### config.mk
export PLATFORM = sky130hd
export DESIGN_NAME = uart_result_tx_flat
export DESIGN_NICKNAME = d
export VERILOG_FILES = /design/src/rtl/uart_result_tx_pkg.sv /design/src/rtl/uart_result_tx_if.sv /design/src/rtl/uart_tx_serializer.sv /design/src/rtl/uart_result_tx.sv /design/src/flat_wrapper.sv
export SDC_FILE = /design/constraint.sdc
export NUM_CORES = 1
export LEC_CHECK = 0
export BUFFER_PORTS_ARGS = -buffer_cell sky130_fd_sc_hd__buf_2
export CAP_MARGIN = 40
export CORE_AREA = 2 2 61 92
export CTS_BUF_LIST = sky130_fd_sc_hd__clkbuf_16
export DETAILED_ROUTE_END_ITERATION = 10
export DIE_AREA = 0 0 63 94
export PLACE_DENSITY = 0.72
export SLEW_MARGIN = 20
export SYNTH_ARGS = -nofsm -noshare
export SYNTH_HDL_FRONTEND = slang
export SYNTH_SLANG_ARGS = --single-unit
### constraint.sdc
create_clock -name clk -period 1.9 [get_ports clk]
set_input_delay 0.38 -clock clk [delete_from_list [all_inputs] [get_ports clk]]
set_output_delay 0.38 -clock clk [all_outputs]
set_load 0.02 [all_outputs]
### src/rtl/uart_result_tx_pkg.sv
// Shared types and constants for the result-frame UART transmitter.
package uart_result_tx_pkg;

    typedef enum logic [3:0] {
        RTX_IDLE,
        RTX_HDR,
        RTX_LEN,
        RTX_CMD,
        RTX_POP,
        RTX_CAP,
        RTX_DATA,
        RTX_TRL,
        RTX_FIN
    } rtx_state_t;

    localparam logic [7:0]  FRAME_HEADER       = 8'hFE;
    localparam logic [7:0]  FRAME_TRAILER      = 8'hEF;
    localparam logic [7:0]  DEFAULT_RESULT_CMD = 8'h05;
    localparam int unsigned DEFAULT_MAX_N      = 16;

    typedef struct packed {
        logic       load;
        logic [7:0] data;
        logic       busy;
        logic       byte_done;
    } ser_hs_t;

    // LEN counts the CMD byte plus the data bytes.
    function automatic logic [7:0] frame_len(input logic [3:0] n);
        return 8'(n) + 8'd1;
    endfunction

endpackage

### src/rtl/uart_result_tx_if.sv
// Control, FIFO-read and serial-line signals of uart_result_tx.
interface uart_result_tx_if;
    logic       start;
    logic [3:0] n;
    logic [7:0] fifo_data;
    logic       fifo_empty;
    logic       fifo_pop;
    logic       Tx_out;
    logic       busy;
    logic       done;

    modport master (
        output start, n, fifo_data, fifo_empty,
        input  fifo_pop, Tx_out, busy, done
    );

    modport slave (
        input  start, n, fifo_data, fifo_empty,
        output fifo_pop, Tx_out, busy, done
    );
endinterface

### src/rtl/uart_tx_serializer.sv
// Byte serializer: start bit, d[0]..d[7], optional even parity, stop bit.
// UART_RESULT_TX_PARITY_EN adds the parity bit (11 bit-times per byte).
module uart_tx_serializer #(
    parameter int unsigned CLKS_PER_BIT = 434
) (
    input  logic       clk,
    input  logic       reset,
    input  logic       load,
    input  logic [7:0] data,
    output logic       Tx_out,
    output logic       busy,
    output logic       byte_done
);
    localparam int unsigned CNT_W = $clog2(CLKS_PER_BIT);
`ifdef UART_RESULT_TX_PARITY_EN
    localparam int unsigned FRAME_BITS = 11;
`else
    localparam int unsigned FRAME_BITS = 10;
`endif
    localparam logic [CNT_W-1:0] CNT_LAST = CNT_W'(CLKS_PER_BIT - 1);
    localparam logic [3:0]       BIT_LAST = 4'(FRAME_BITS - 1);

    logic [CNT_W-1:0] baud_cnt;
    logic [3:0]       bit_idx;
    logic [9:0]       shreg;
    logic             bit_end;

    assign bit_end   = busy && (baud_cnt == CNT_LAST);
    // Combinational so the frame FSM can advance on the last stop-bit cycle.
    assign byte_done = bit_end && (bit_idx == BIT_LAST);

    always_ff @(posedge clk or negedge reset) begin
        if (!reset) begin
            Tx_out   <= 1'b1;
            busy     <= 1'b0;
            baud_cnt <= '0;
            bit_idx  <= '0;
            shreg    <= '1;
        end else if (!busy) begin
            if (load) begin
                Tx_out   <= 1'b0;
                busy     <= 1'b1;
                baud_cnt <= '0;
                bit_idx  <= '0;
`ifdef UART_RESULT_TX_PARITY_EN
                shreg    <= {1'b1, ^data, data};
`else
                shreg    <= {2'b11, data};
`endif
            end
        end else if (bit_end) begin
            baud_cnt <= '0;
            if (bit_idx == BIT_LAST) begin
                busy    <= 1'b0;
                bit_idx <= '0;
                Tx_out  <= 1'b1;
            end else begin
                bit_idx <= bit_idx + 4'd1;
                Tx_out  <= shreg[0];
                shreg   <= {1'b1, shreg[9:1]};
            end
        end else begin
            baud_cnt <= baud_cnt + CNT_W'(1);
        end
    end
endmodule

### src/rtl/uart_result_tx.sv
// Result-frame transmitter: FE, LEN, CMD, n FIFO bytes, EF, sent as 8N1.
// UART_RESULT_TX_PARITY_EN (in the serializer) adds even parity per byte.
module uart_result_tx
    import uart_result_tx_pkg::*;
#(
    parameter int unsigned CLKS_PER_BIT = 434,
    parameter logic [7:0]  RESULT_CMD   = DEFAULT_RESULT_CMD,
    parameter int unsigned MAX_N        = DEFAULT_MAX_N
) (
    input logic             clk,
    input logic             reset,
    uart_result_tx_if.slave bus
);
    rtx_state_t state, byte_next;
    logic [3:0] n_reg, data_cnt;
    logic [7:0] byte_reg, frame_byte, load_data;
    logic       load_r, sent, busy_r, done_r, accept;
    logic       ser_busy, ser_byte_done, tx;
    ser_hs_t    ser;

    assign ser = '{load: load_r, data: load_data, busy: ser_busy, byte_done: ser_byte_done};

    assign accept       = bus.start && (bus.n != '0) && (32'(bus.n) <= MAX_N);
    // Pop is decoded from state so fifo_data is ready for capture in CAP.
    assign bus.fifo_pop = (state == RTX_POP) && !bus.fifo_empty;
    assign bus.Tx_out   = tx;
    assign bus.busy     = busy_r;
    assign bus.done     = done_r;

    always_comb begin
        frame_byte = FRAME_HEADER;
        case (state)
            RTX_LEN:  frame_byte = frame_len(n_reg);
            RTX_CMD:  frame_byte = RESULT_CMD;
            RTX_DATA: frame_byte = byte_reg;
            RTX_TRL:  frame_byte = FRAME_TRAILER;
            default:  ;
        endcase
    end

    always_comb begin
        byte_next = RTX_IDLE;
        case (state)
            RTX_HDR:  byte_next = RTX_LEN;
            RTX_LEN:  byte_next = RTX_CMD;
            RTX_CMD:  byte_next = RTX_POP;
            RTX_DATA: byte_next = (data_cnt < n_reg) ? RTX_POP : RTX_TRL;
            RTX_TRL:  byte_next = RTX_FIN;
            default:  byte_next = RTX_IDLE;
        endcase
    end

    always_ff @(posedge clk or negedge reset) begin
        if (!reset) begin
            state     <= RTX_IDLE;
            n_reg     <= '0;
            data_cnt  <= '0;
            byte_reg  <= '0;
            load_r    <= 1'b0;
            load_data <= '0;
            sent      <= 1'b0;
            busy_r    <= 1'b0;
            done_r    <= 1'b0;
        end else begin
            load_r <= 1'b0;
            done_r <= 1'b0;
            case (state)
                RTX_IDLE: begin
                    if (accept) begin
                        n_reg    <= bus.n;
                        data_cnt <= '0;
                        busy_r   <= 1'b1;
                        state    <= RTX_HDR;
                    end
                end
                RTX_HDR, RTX_LEN, RTX_CMD, RTX_DATA, RTX_TRL: begin
                    if (sent && ser.byte_done) begin
                        sent  <= 1'b0;
                        state <= byte_next;
                        if (state == RTX_TRL) done_r <= 1'b1;
                    end else if (!sent && !ser.busy) begin
                        load_r    <= 1'b1;
                        load_data <= frame_byte;
                        sent      <= 1'b1;
                    end
                end
                RTX_POP: begin
                    if (!bus.fifo_empty) state <= RTX_CAP;
                end
                RTX_CAP: begin
                    byte_reg <= bus.fifo_data;
                    data_cnt <= data_cnt + 4'd1;
                    state    <= RTX_DATA;
                end
                RTX_FIN: begin
                    busy_r <= 1'b0;
                    state  <= RTX_IDLE;
                end
                default: state <= RTX_IDLE;
            endcase
        end
    end

    uart_tx_serializer #(
        .CLKS_PER_BIT(CLKS_PER_BIT)
    ) u_ser (
        .clk      (clk),
        .reset    (reset),
        .load     (ser.load),
        .data     (ser.data),
        .Tx_out   (tx),
        .busy     (ser_busy),
        .byte_done(ser_byte_done)
    );
endmodule

### src/flat_wrapper.sv
// flat-port wrapper written by rule: the top's interface ports become plain ports
module uart_result_tx_flat import uart_result_tx_pkg::*;
#(
    parameter int unsigned CLKS_PER_BIT = 434,
    parameter logic [7:0]  RESULT_CMD   = DEFAULT_RESULT_CMD,
    parameter int unsigned MAX_N        = DEFAULT_MAX_N
)
  (clk, reset, bus_start, bus_n, bus_fifo_data, bus_fifo_empty, bus_fifo_pop, bus_Tx_out, bus_busy, bus_done);
  uart_result_tx_if bus_i ();
  input logic clk;
  input logic reset;
  input wire logic [$bits(bus_i.start)-1:0] bus_start;
  input wire logic [$bits(bus_i.n)-1:0] bus_n;
  input wire logic [$bits(bus_i.fifo_data)-1:0] bus_fifo_data;
  input wire logic [$bits(bus_i.fifo_empty)-1:0] bus_fifo_empty;
  output wire logic [$bits(bus_i.fifo_pop)-1:0] bus_fifo_pop;
  output wire logic [$bits(bus_i.Tx_out)-1:0] bus_Tx_out;
  output wire logic [$bits(bus_i.busy)-1:0] bus_busy;
  output wire logic [$bits(bus_i.done)-1:0] bus_done;
  assign bus_i.start = bus_start;
  assign bus_i.n = bus_n;
  assign bus_i.fifo_data = bus_fifo_data;
  assign bus_i.fifo_empty = bus_fifo_empty;
  assign bus_fifo_pop = bus_i.fifo_pop;
  assign bus_Tx_out = bus_i.Tx_out;
  assign bus_busy = bus_i.busy;
  assign bus_done = bus_i.done;
  uart_result_tx #(.CLKS_PER_BIT(CLKS_PER_BIT), .RESULT_CMD(RESULT_CMD), .MAX_N(MAX_N)) u_core (.clk(clk), .reset(reset), .bus(bus_i));
endmodule
==> qor.tcl <==
set qor(period_share_pct) 95.9
set qor(hp-class) {primary input to asynchronous set/reset pin}
set qor(rsz0062_at_grt) {false}
set qor(finish.net_count) 321
set qor(fin_worst_hold_slack_ps) 62.1
set qor(irDropWorstVdd_uv) 562
set qor(worst_slew_margin_rel_pct) 60.9
set qor(cts_root_cell) {sky130_fd_sc_hd__clkbuf_16}
set qor(drive_gt1_share_pct) 21.9
set qor(numPortBuffers) 19
set qor(timing.critical_path.fanout_max) 11
set qor(num_io_pins) 20
set qor(crit_path_top_delay_cell) {sky130_fd_sc_hd__dfrtp_2}
set qor(synth_flop_cell) {sky130_fd_sc_hd__dfrtp_1}
set qor(critPathBufInv) 1
set qor(starting_density_of_the_core_pct) 54.8
set qor(syn-instance-count) 269
set qor(grt-ovfl-total) 0
set qor(yosys_warning_count) 0
set qor(grt_first_pass_wirelength_um) 10000
set qor(synth_seq_area_share_pct) 49.8
set qor(max_cap_check_violation_count) 0
set qor(timing.critical_path.to_type) {primary output}
set qor(cp_top_family) {flip-flops}
set qor(post_drt_antenna_nets) 0
set qor(cts_tree) {done}
set qor(asyncSetResetFlopFracSynth_pct) 100
set qor(highest_count_cells_in_the_layout_ignoring_fill_and_taps) {sky130_fd_sc_hd__dfrtp_1 (45), sky130_fd_sc_hd__nand2_1 (26), sky130_fd_sc_hd__o21ai_0 (24), sky130_fd_sc_hd__buf_2 (19), sky130_fd_sc_hd__nor2_1 (14)}
set qor(antenna_violations_before_repair) 0
set qor(drt_first_iter_violations) 109
set qor(setup.worst_path.class) {flop to primary output}
set qor(globalplace.congestion) 0.829
set qor(mappedNetlistNets) 294
set qor(netSwitchingPower_mw) 0.427
set qor(overall_die_width_um) 63
set qor(transition_at_the_pin_with_the_smallest_max_transition_slack_ps) 572
set qor(cellLeakagePower_nw) 1.46
set qor(cts_setup_buffers) 0
set qor(internal_power_mw) 1.66
set qor(timing.reg2reg.setup_slack_ps) 160
set qor(registers.top_by_ff_count) {u_core.u_ser.baud_cnt}
set qor(tritoncts.num_buffers) 5
set qor(synth.avg_cell_area_um2) 10.4
set qor(route.detailed.vias_per_inst) 5.83
set qor(global_route.usage.total_pct) 21.6
set qor(final-hold-violation-count) 0
set qor(fp.coreArea_um2) 5080
set qor(ys_ff_latch) 55
set qor(yosys.area.top_type_share_pct) 41.3
set qor(critical_path_s_largest_stage_delay_ps) 490
set qor(clock_insertion_delay_worst_skew_ps) 290
set qor(number_of_flip_flops_in_the_largest_register) 9
set qor(pwr-share-seq_pct) 56.0
set qor(worst_clock_skew_ps) 4.42
set qor(timing.final.max_slew_violations) 0
set qor(setup-violations-final) 0
set qor(cp_data_arrival_time_ps) 1440
set qor(netlist_top_cells_area) {sky130_fd_sc_hd__dfrtp_1 (41%), sky130_fd_sc_hd__dfstp_2 (8.5%), sky130_fd_sc_hd__mux2i_1 (4.7%)}
set qor(cts.sink_count) 55
set qor(achievable-frequency_mhz) 549
set qor(cts.clk_slew.worst_paths_ps) 70
set qor(dieArea_um2) 5920
set qor(power_switching_share_pct) 20.4
set qor(grt_start_max_net_pins) 36
set qor(wirelength_um) 5740
set qor(clockBufferDepth) 2
set qor(worstPathRequired_ps) 1520
set qor(drt-wirelength-per-cell_um) 15.7
set qor(netlist-cell-type-count) 48
set qor(inserted_diodes) 0
set qor(setup_slack_ps) 78.2
set qor(power.share.clock_pct) 41.8
set qor(start_kind) {flop}
set qor(layout.cells.most_common) {sky130_fd_sc_hd__dfrtp_1}
set qor(syn_area_um2) 2790
set qor(syn2layout_area_growth_pct) 13.7
set qor(p_per_area_nw_per_um2) 660
set qor(hpwl_um) 4190
set qor(final.setup.tns_ps) 0
set qor(number_of_global_route_vias_before_repair) 2210
set qor(layout_min_cycle_time_ps) 1820
set qor(std_cell_rows) 32
set qor(result_of_the_run) {finished clean}
set qor(dr_vias) 2128
set qor(synth_enable_flop_cells) 0
set qor(area_leader_netlist) {sky130_fd_sc_hd__dfrtp_1}
set qor(pwr-share-comb_pct) 2.2
set qor(cts-htree-levels) 2
set qor(path_cells) {nand2b_1 -> nor4_2 -> buf_2}
set qor(dp_slack_ps) 213
set qor(remaining_drc_errors) 0
set qor(floorplan.die.height_um) 94
set qor(detailedRoute.firstPassIterationCount) 4
[power by group through the flow]
stage | Clock, mW | Combinational [mW] | Sequential, mW
floorplan | 0 | 0.00218 | 1.19
global placement | 0 | 0.0464 | 1.19
detailed placement | 0 | 0.0469 | 1.19
CTS | 0.885 | 0.0474 | 1.17
global route | 0.916 | 0.0535 | 1.17
finish | 0.873 | 0.0459 | 1.17
[area by class of cell]
type / count / area (µm²)
fill: 442 / 1920
sequential: 55 / 1390
multi-input combinational: 191 / 1310
timing repair buffer: 32 / 205
clock buffer: 5 / 125
tap: 68 / 85.1
inverter: 11 / 41.3
clock inverter: 3 / 11.3
[synth_stat cells, types with 3 or more instances]
master / instances
sky130_fd_sc_hd__and3_1: 4
sky130_fd_sc_hd__nand2_1: 26
sky130_fd_sc_hd__clkbuf_1: 5
sky130_fd_sc_hd__o21a_1: 3
sky130_fd_sc_hd__inv_1: 11
sky130_fd_sc_hd__nand2b_1: 6
sky130_fd_sc_hd__nor4_1: 4
sky130_fd_sc_hd__nor2_1: 14
sky130_fd_sc_hd__o22a_1: 3
sky130_fd_sc_hd__nand4_1: 3
sky130_fd_sc_hd__dfstp_2: 9
sky130_fd_sc_hd__nand3_1: 12
sky130_fd_sc_hd__ha_1: 9
sky130_fd_sc_hd__buf_2: 7
sky130_fd_sc_hd__mux2_2: 10
sky130_fd_sc_hd__mux2i_1: 13
sky130_fd_sc_hd__a21o_1: 3
sky130_fd_sc_hd__or3_1: 3
sky130_fd_sc_hd__a21oi_1: 12
sky130_fd_sc_hd__dfrtp_1: 46
sky130_fd_sc_hd__o21ai_0: 24
sky130_fd_sc_hd__o31ai_1: 5
sky130_fd_sc_hd__a31oi_1: 4
[through the flow]
step	total power, mW	cells	area [µm²]	util, %
finish	2.09	365	3170	62.3
global route	2.14	365	3170	62.3
global placement	1.24	357	3020	59.4
detailed placement	1.24	357	3020	59.4
floorplan	1.20	269	2790	-
CTS	2.10	365	3160	62.2
[what timing repair did]
| item | 4_1_cts | 5_1_grt |
|---|---|---|
| resized for setup | 1 | 1 |
| hold buffers | 0 | 0 |
| setup endpoints to repair | 1 | 1 |
| pin swaps | 0 | 0 |
[worst register-to-register path: stages, from the launching register on]
cell and delay [ps]:
sky130_fd_sc_hd__dfrtp_1 460, sky130_fd_sc_hd__nor4b_4 390, sky130_fd_sc_hd__and3_1 350, sky130_fd_sc_hd__a31oi_1 150
sky130_fd_sc_hd__o31ai_1 290
[per-layer routing]
layer / share of wire (%) / GRT usage [%] / wire length, µm
met1: 42 / 25.4 / 2400
met2: 54 / 39.9 / 3120
met3: 2.5 / 3.12 / 144
met4: 1.5 / 7.22 / 84
met5: 0 / 0 / 0
[worst paths after layout]
kind	from	end	cells past startpoint
setup / recovery	u_core.state[3]$_DFFE_PN0P_	bus_fifo_pop	3
hold / removal	reset	u_core.u_ser.baud_cnt[1]$_DFFE_PN0P_	1
setup reg to reg	u_core.u_ser.baud_cnt[3]$_DFFE_PN0P_	u_core.state[0]$_DFFE_PN0P_	4
hold reg to reg	u_core.u_ser.baud_cnt[8]$_DFFE_PN0P_	u_core.u_ser.baud_cnt[8]$_DFFE_PN0P_	1
max in group asynchronous	reset	u_core.u_ser.shreg[5]$_DFFE_PN1P_	2
min in group clk	bus_n[2]	u_core.n_reg[2]$_DFFE_PN0P_	3
[kinds of logic (layout without fill, tap and decap cells)]
group / Yosys count / in the layout / share of synthesized area, %
simple gates: 87 / 87 / 17.0
flops: 55 / 55 / 49.8
compound gates: 69 / 69 / 16.1
fa+ha+maj: 9 / 9 / 4.04
buf+inv: 23 / 51 / 3.41
xor+xnor: 3 / 3 / 0.943
mux: 23 / 23 / 8.71
Note: power is estimated with default switching activity, not from simulation.
